File: src/rtl/rcu_pipelined_multi.sv
// Registered multi-channel route computation unit for one 3D-mesh router.
// Routes are computed on head flits, latched per channel, and reused up to the tail.
package rcu_pkg;
  localparam int MESH_X = 4;
  localparam int MESH_Y = 4;
  localparam int MESH_Z = 4;
  localparam int XW = $clog2(MESH_X);
  localparam int YW = $clog2(MESH_Y);
  localparam int ZW = $clog2(MESH_Z);

  typedef struct packed {
    logic [XW-1:0] x;
    logic [YW-1:0] y;
    logic [ZW-1:0] z;
  } position_t;

  typedef enum logic [2:0] {
    LOCAL = 3'd0,
    EAST  = 3'd1,
    WEST  = 3'd2,
    NORTH = 3'd3,
    SOUTH = 3'd4,
    UP    = 3'd5,
    DOWN  = 3'd6,
    DROP  = 3'd7
  } port_t;
endpackage

// Channel FSM states:
//   state  | meaning
//   S_IDLE | waiting for a head flit; non-head flits are dropped and flagged
//   S_BUSY | packet in flight; body/tail flits reuse the latched port
module rcu_pipelined_multi
  import rcu_pkg::*;
#(
  parameter position_t        THIS_POS   = '{x: '0, y: '0, z: '0},
  parameter int               N_IN       = 7,
  parameter port_t [N_IN-1:0] IN_PORT    = '{DOWN, UP, SOUTH, NORTH, WEST, EAST, LOCAL},
  parameter int               FAULT_HOLD = 4,
  parameter logic [15:0]      LFSR_SEED  = 16'hACE1
) (
  input  logic                  clk,
  input  logic                  rst_n,
  input  logic [N_IN-1:0]       in_valid,
  input  logic [N_IN-1:0]       in_head,
  input  logic [N_IN-1:0]       in_tail,
  input  position_t [N_IN-1:0]  in_dest,
  output logic [N_IN-1:0]       in_ready,
  input  logic                  up_faulty,
  input  logic                  down_faulty,
  output logic [N_IN-1:0]       rt_valid,
  output port_t [N_IN-1:0]      rt_port,
  output logic [N_IN-1:0]       rt_tail,
  input  logic [N_IN-1:0]       rt_ready,
  output logic [N_IN-1:0]       rt_err
);

  typedef enum logic {S_IDLE, S_BUSY} ch_state_t;

  localparam int CW = $clog2(FAULT_HOLD) + 1;

  // Which planar neighbours exist is fixed by the router position.
  localparam bit HAS_E = int'(THIS_POS.x) < MESH_X - 1;
  localparam bit HAS_W = int'(THIS_POS.x) > 0;
  localparam bit HAS_N = int'(THIS_POS.y) < MESH_Y - 1;
  localparam bit HAS_S = int'(THIS_POS.y) > 0;

  ch_state_t          state_q [N_IN];
  port_t [N_IN-1:0]   port_lat_q;
  port_t [N_IN-1:0]   rt_port_q;
  logic  [N_IN-1:0]   rt_valid_q;
  logic  [N_IN-1:0]   rt_tail_q;
  logic  [N_IN-1:0]   rt_err_q;
  port_t [N_IN-1:0]   route_d;

  logic [1:0]         fault_raw;
  logic [1:0]         fault_q;
  logic [CW-1:0]      fcnt_q [2];
  logic [15:0]        lfsr_q;
  logic [15:0]        lfsr_d;

  assign in_ready = ~rt_valid_q | rt_ready;
  assign rt_valid = rt_valid_q;
  assign rt_port  = rt_port_q;
  assign rt_tail  = rt_tail_q;
  assign rt_err   = rt_err_q;

  function automatic port_t detour_fn(input port_t inport);
    port_t p;
    if (HAS_E && inport != EAST)       p = EAST;
    else if (HAS_W && inport != WEST)  p = WEST;
    else if (HAS_N && inport != NORTH) p = NORTH;
    else if (HAS_S && inport != SOUTH) p = SOUTH;
    else                               p = DROP;
    return p;
  endfunction

  function automatic port_t route_fn(input position_t dest, input logic pick_y,
                                     input port_t inport, input logic up_f,
                                     input logic dn_f);
    logic [XW:0] hx;
    logic [YW:0] hy;
    logic [ZW:0] hz;
    logic        x_go, y_go, z_pos, z_neg, v_fault;
    port_t       x_port, y_port, p;
    hx     = {1'b0, dest.x} - {1'b0, THIS_POS.x};
    hy     = {1'b0, dest.y} - {1'b0, THIS_POS.y};
    hz     = {1'b0, dest.z} - {1'b0, THIS_POS.z};
    x_go   = (hx != '0);
    y_go   = (hy != '0);
    z_neg  = hz[ZW];
    z_pos  = !hz[ZW] && (hz != '0);
    x_port = hx[XW] ? WEST : EAST;
    y_port = hy[YW] ? SOUTH : NORTH;
    v_fault = z_pos ? up_f : dn_f;
    if (z_pos || z_neg) begin
      if (!v_fault)          p = z_pos ? UP : DOWN;
      else if (x_go && y_go) p = pick_y ? y_port : x_port;
      else if (x_go)         p = x_port;
      else if (y_go)         p = y_port;
      else                   p = detour_fn(inport);
    end else if (x_go) begin
      p = x_port;
    end else if (y_go) begin
      p = y_port;
    end else begin
      p = LOCAL;
    end
    return p;
  endfunction

  always_comb begin
    route_d = '0;
    for (int i = 0; i < N_IN; i++) begin
      route_d[i] = route_fn(in_dest[i], lfsr_q[i], IN_PORT[i], fault_q[0], fault_q[1]);
    end
  end

  // Galois form, right-shifting; the tap mask covers x^16, x^14, x^13, x^11.
  assign lfsr_d = {1'b0, lfsr_q[15:1]} ^ (lfsr_q[0] ? 16'hB400 : 16'h0000);

  always_ff @(posedge clk or negedge rst_n) begin
    if (!rst_n) begin
      lfsr_q <= LFSR_SEED;
    end else begin
      lfsr_q <= lfsr_d;
    end
  end

  assign fault_raw = {down_faulty, up_faulty};

  always_ff @(posedge clk or negedge rst_n) begin
    if (!rst_n) begin
      fault_q <= '0;
      for (int k = 0; k < 2; k++) fcnt_q[k] <= '0;
    end else begin
      for (int k = 0; k < 2; k++) begin
        if (fault_raw[k] == fault_q[k]) begin
          fcnt_q[k] <= '0;
        end else if (fcnt_q[k] == CW'(FAULT_HOLD - 1)) begin
          fault_q[k] <= fault_raw[k];
          fcnt_q[k]  <= '0;
        end else begin
          fcnt_q[k] <= fcnt_q[k] + 1'b1;
        end
      end
    end
  end

  always_ff @(posedge clk or negedge rst_n) begin
    if (!rst_n) begin
      rt_valid_q <= '0;
      rt_tail_q  <= '0;
      rt_err_q   <= '0;
      for (int i = 0; i < N_IN; i++) begin
        state_q[i]    <= S_IDLE;
        rt_port_q[i]  <= DROP;
        port_lat_q[i] <= DROP;
      end
    end else begin
      for (int i = 0; i < N_IN; i++) begin
        if (in_valid[i] && in_ready[i]) begin
          rt_valid_q[i] <= 1'b1;
          rt_tail_q[i]  <= in_tail[i];
          if (in_head[i]) begin
            rt_port_q[i]  <= route_d[i];
            port_lat_q[i] <= route_d[i];
            if (state_q[i] == S_BUSY) rt_err_q[i] <= 1'b1;
            state_q[i] <= in_tail[i] ? S_IDLE : S_BUSY;
          end else if (state_q[i] == S_IDLE) begin
            rt_port_q[i] <= DROP;
            rt_err_q[i]  <= 1'b1;
          end else begin
            rt_port_q[i] <= port_lat_q[i];
            if (in_tail[i]) state_q[i] <= S_IDLE;
          end
        end else if (rt_ready[i]) begin
          rt_valid_q[i] <= 1'b0;
        end
      end
    end
  end

endmodule

File: config.mk
export PLATFORM = sky130hd
export DESIGN_NAME = rcu_pipelined_multi
export DESIGN_NICKNAME = d
export VERILOG_FILES = /design/src/rtl/rcu_pipelined_multi.sv
export SDC_FILE = /design/constraint.sdc
export NUM_CORES = 1
export LEC_CHECK = 0
export CAP_MARGIN = 20
export CORE_MARGIN = 4
export CORE_UTILIZATION = 42
export DETAILED_ROUTE_END_ITERATION = 10
export GPL_ROUTABILITY_DRIVEN = 1
export PLACE_DENSITY = 0.76
export SLEW_MARGIN = 20
export SYNTH_ARGS = -nofsm -noshare
export SYNTH_HDL_FRONTEND = slang
export SYNTH_SLANG_ARGS = --single-unit
File: constraint.sdc
create_clock -name clk -period 1.19 [get_ports clk]
set_input_delay 0.119 -clock clk [delete_from_list [all_inputs] [get_ports clk]]
set_output_delay 0.119 -clock clk [all_outputs]
set_load 0.05 [all_outputs]
## Word-level counts from Yosys, hierarchy flattened

Index checks and enable logic that the tools add are counted.

- Bits in registers: 94
- Bits of input ports: 74
- Output and inout port bits: 49
- Word-level logic and storage cells: 267

- $add $sub $neg: 2
- Equality and inequality tests: 18
- Mux-type cells: 137
- Bitwise gates (word level): 5
- Reductions and logical operators: 58

Operators by type and width:

| cell | count |
|---|---|
| 3-bit 2-to-1 mux | 34 |
| 2-bit 2-to-1 mux | 39 |
| 1-bit 2-to-1 mux | 63 |
| 3-bit nonzero test | 21 |
| 3-bit AND reduction | 7 |
| 2-bit AND reduction | 9 |
| 16-bit 2-to-1 mux | 1 |
| 15-bit by 16-bit bitwise XOR with 16-bit output | 1 |
| 1-bit logical AND | 14 |
| 2-bit by 1-bit inequality test with 1-bit output (second input constant) | 7 |
| 2-bit inequality test (second input constant) | 7 |
| 2-bit nonzero test | 7 |
| 7-bit NOT | 1 |
| 7-bit bitwise OR | 1 |
| 3-bit by 1-bit adder with 3-bit output (second input constant) | 2 |
| 3-bit by 2-bit equality test with 1-bit output (second input constant) | 2 |
| 1-bit equality test | 2 |
| 1-bit NOT | 2 |

## Depth between registers and ports, before layout

- Depth after elaboration: 7
- Gate-level depth with buffers: 4

## Worst setup path before layout

Ideal clock, no wire load.

- Kind: register to register
- Start: register rt_valid_q[1] (netlist: rt_valid[1])
- End: register rt_port_q (netlist bit rt_port[4])
- Data arrival time: 1.541 ns
- Required time: 1.102 ns
- Slack: -0.439 ns
- Stages on the path, launching flop included: 5
- Buffers on the path: 0
- Cells stage by stage: dfrtp_1 > and2b_1 > inv_1 > a21oi_1 > a221oi_2

- Longest elaborated chain between the ends: 3

RTL lines:

| what | line | text |
|---|---|---|
| start, declared | 71 | `logic [N_IN-1:0] rt_valid_q;` |
| start signal, assigned | 172 | `rt_valid_q <= '0;` |
| start signal, assigned by index | 183 | `rt_valid_q[i] <= 1'b1;` |
| start signal, assigned by index | 198 | `rt_valid_q[i] <= 1'b0;` |
| 7-bit NOT | 82 | `assign in_ready = ~rt_valid_q \| rt_ready;` |
| 7-bit bitwise OR | 82 |  |
| named net in_ready[1] | 48 | `output logic [N_IN-1:0] in_ready,` |
| 1-bit logical AND | 182 | `if (in_valid[i] && in_ready[i]) begin` |
| end signal, assigned by index | 186 | `rt_port_q[i] <= route_d[i];` |
| end signal, assigned by index | 194 | `rt_port_q[i] <= port_lat_q[i];` |
| end, declared | 70 | `port_t [N_IN-1:0] rt_port_q;` |

The timed path passes the listed nets, and every way through them passes these cells.
A chain may end at the register's enable or synchronous reset.

## Worst setup path in the final report

- Start: register rt_valid_q[1] (netlist: rt_valid[1])
- End: output in_ready[1]

- Longest elaborated chain between the ends: 2

RTL lines:

| what | line |
|---|---|
| 7-bit NOT | 82 |
| 7-bit bitwise OR | 82 |
| end, declared | 48 |

Every way passes these cells.

==> results.py <==
metrics = {
    "timing": {
        "maxSlewHeadroom": 0.6887,
        "drv_slew": 0,
        "max_slew.worst_pin.slew_ps": 461.1,
        "max_freq_mhz": 744.2,
        "skew_ps": 11.98,
        "setup_ws_ps": -153.8,
        "rsz0062_at_grt": "true",
        "hold_viol": 0,
        "finalSetupViolations": 14,
        "period_needed_ps": 1344,
        "period_share": 1.129,
    },
    "logic_synthesis": {
        "yosysSeqAreaShare": 0.5729,
        "syn-num-nets": 398,
        "ys_types": 38,
        "async_flop_share": 1.000,
        "ys_ff_latch": 90,
        "netlist_area_mm2": 0.004040,
        "ys_warn_count": 0,
        "synthCells": 323,
        "syn_area_per_cell_um2": 12.51,
        "synth_edf_count": 0,
        "ys.flop_type": "dfstp_2",
    },
    "critical_path": {
        "arrival_ps": 1220,
        "crit_required_ps": 1070,
        "critPathSlowestCell": "dfrtp_2",
        "regToRegStartpoint": "rt_valid[1]",
        "crit_family": "flip-flops",
        "cp_num_buf_inv": 2,
        "critical_path_class": "flip-flop to output pin",
        "worstSetupEndpointType": "output pin",
        "crit_path_max_incr_delay_ps": 410,
        "cp-start-kind": "flip-flop",
        "worstPathCellList": "and2b_2 -> clkinvlp_4 -> buf_12",
        "worstSetupStartpoint": "rt_valid[1]",
        "cp_max_fo": 5,
    },
    "global_route": {
        "track_usage": 0.1901,
        "grt-ovfl-total": 0,
        "grt_max_degree": 42,
        "antenna_found_initial": 0,
        "grt_pass1_vias": 3527,
        "grt_pass1_wl_mm": 17.31,
    },
    "clock_tree": {
        "clk_latency_ps": 340,
        "clk_pin_slew_ps": 90,
        "cts.sinks": 90,
        "htreeDepth": 3,
        "numCtsBuffers": 9,
        "max-clock-path-buffers": 2,
        "tritoncts": "built",
        "cts_root_buffer": "clkbuf_8",
    },
    "pwr": {
        "clkPwrFrac": 0.189,
        "irDropWorstVdd_uv": 1223,
        "p_leak_nw": 3.047,
        "pwr-share-comb": 0.407,
        "net-switching-power_w": 0.003333,
        "power_frac_seq": 0.404,
        "switching_share": 0.3209,
        "internal-power_w": 0.007053,
        "power.density_mw_per_mm2": 1476,
    },
    "place": {
        "place_congestion": 0.8865,
        "dpl.hpwl_mm": 7.761,
        "io_buffers": 121,
        "placed_area_mm2": 0.006385,
        "dp.cells": 616,
    },
    "cells_and_area": {
        "nNetsFinal": 594,
        "drive_gt1_frac": 0.5038,
        "utilization": 0.7581,
        "num_antenna_cells": 0,
        "design_area_mm2": 0.007038,
        "finalNonFillerCells": 653,
        "syn_to_final_growth_pct": 74.20,
    },
    "route": {
        "dr.first_iter.drc_count": 75,
        "routed_wl_mm": 10.65,
        "drt-vias-per-instance": 5.104,
        "dr.pass1.iters": 4,
        "drc": 0,
        "ant_nets": 0,
        "wl_per_cell_um": 16.31,
        "num_vias": 3333,
    },
    "floorplan": {
        "design.die.area_mm2": 0.01125,
        "initial_core_util": 0.4352,
        "ios": 123,
        "core.rowCount": 35,
        "die_h_um": 106.1,
        "die-width_um": 106.1,
        "fp.coreArea_mm2": 0.009284,
    },
    "status": {
        "violations": "negative setup slack",
        "status": "finished with violations",
    },
    "run": {
        "drv_cap": 0,
    },
    "min_path": {
        "min-delay-path-class": "primary input to async pin",
    },
}
-- power groups by stage --
stage                     logic [W]  registers (W)  clock network, W
after floorplan             0.00107        0.00484                 0
after global placement      0.00361        0.00420                 0
after detailed placement    0.00370        0.00422                 0
after CTS                   0.00404        0.00419           0.00202
after global routing        0.00447        0.00427           0.00217
final                       0.00423        0.00420           0.00196
-- synthesized netlist by cell type (2+ instances only) --
master	n	area (um2)
a21o_1	7	52.55
o2bb2ai_1	6	52.55
a21oi_1	8	40.04
o21a_1	8	60.06
nand3_1	19	95.09
mux2_2	27	304.0
xor2_1	9	78.83
o21bai_1	13	97.59
o211a_1	6	60.06
dfstp_2	50	1314
mux2i_1	7	70.07
xnor2_1	2	17.52
a31oi_1	3	18.77
nor2_1	20	75.07
dfrtp_1	40	1001
o311ai_0	6	52.55
nand2_1	8	30.03
a32oi_1	6	52.55
buf_4	7	52.55
and4_1	6	52.55
inv_1	16	60.06
nand2b_1	12	75.07
nor3b_1	17	127.6
o221a_2	6	67.56
-- final cells by class --
type / instances / area, um2
Tap cell: 129 / 161.4
Sequential cell: 90 / 2323
Fill cell: 614 / 2246
Inverter: 16 / 63.81
Multi-Input combinational cell: 209 / 1978
Timing Repair Buffer: 193 / 2331
Clock buffer: 12 / 135.1
Clock inverter: 4 / 45.04
-- worst paths after layout --
kind / endpoint / slack [ps] / cells past startpoint
worst max-delay path: in_ready[1] / -150 / 3
worst min-delay path: rt_tail[4] / 200 / 2
worst max register to register: rt_port[5] / -140 / 4
worst min register to register: lfsr_q[6] / 350 / 0
max in group asynchronous: port_lat_q[3] / 430 / 3
min in group clk: lfsr_q[6] / 350 / 0
-- logic make-up after synthesis --
kind of cell	count (synthesis)	share of synthesized area
mux	34	0.09260
compound gates	74	0.1502
buf+inv	24	0.02911
xor+xnor	11	0.02385
simple gates	89	0.1282
flops	90	0.5729
fa+ha+maj	1	0.003096
-- metal layers --
| metal | GRT usage | vias up | part of all wire | wire length [um] |
|---|---|---|---|---|
| li1 | - | 1581 | - | - |
| met1 | 0.2408 | 1636 | 0.42 | 4487 |
| met2 | 0.3324 | 99 | 0.52 | 5510 |
| met3 | 0.02914 | 17 | 0.046 | 494 |
| met4 | 0.06383 | 0 | 0.015 | 155 |
| met5 | 0 | - | 0 | 0 |
-- flip-flops by register name, indices dropped and copies added, names as in the netlist --
register	count
port_lat_q	21
rt_port	21
lfsr_q	16
rt_err	7
rt_tail	7
rt_valid	7
state_q	7
fcnt_q	3
fault_q	1
-- through the flow --
stage / hold slack, ps / TNS (ps) / setup slack, ps / power, W
2_1_floorplan: -176.6 / -3683 / -249.9 / 0.005913
4_1_cts: 190.9 / -898.3 / -162.2 / 0.01025
6_report: 200.0 / -1048 / -153.8 / 0.01039
5_1_grt: 206.9 / -2256 / -213.4 / 0.01091
3_3_place_gp: 19.31 / -10290 / -227.1 / 0.007806
3_5_place_dp: 24.57 / -12460 / -280.4 / 0.007920
-- repair_timing --
item                                   CTS  global route
setup endpoints to repair               34            51
setup buffers                           15             9
pin swaps                                1             2
hold buffers                             1             0
gates resized for setup                 43            21
endpoints found under the hold margin   51             0
-- placed cells by master (no fill, tap or decap), types with 7 or more instances in the layout --
| cell type | synthesis | final |
|---|---|---|
| dfstp_2 | 50 | 50 |
| buf_6 | 0 | 17 |
| dfrtp_2 | 0 | 7 |
| clkdlybuf4s50_1 | 0 | 71 |
| mux2i_1 | 7 | 7 |
| nor2_1 | 20 | 20 |
| buf_4 | 7 | 53 |
| o21bai_1 | 13 | 7 |
| buf_12 | 0 | 51 |
| nand3_1 | 19 | 12 |
| dfrtp_1 | 40 | 33 |
| nor3b_1 | 17 | 16 |
| nand3_4 | 0 | 7 |
| clkbuf_8 | 0 | 9 |
| mux2_2 | 27 | 24 |
| xor2_1 | 9 | 9 |
| inv_1 | 16 | 15 |
| a21o_1 | 7 | 7 |
| o21a_1 | 8 | 8 |
Note: power is estimated with default switching activity, not from simulation.
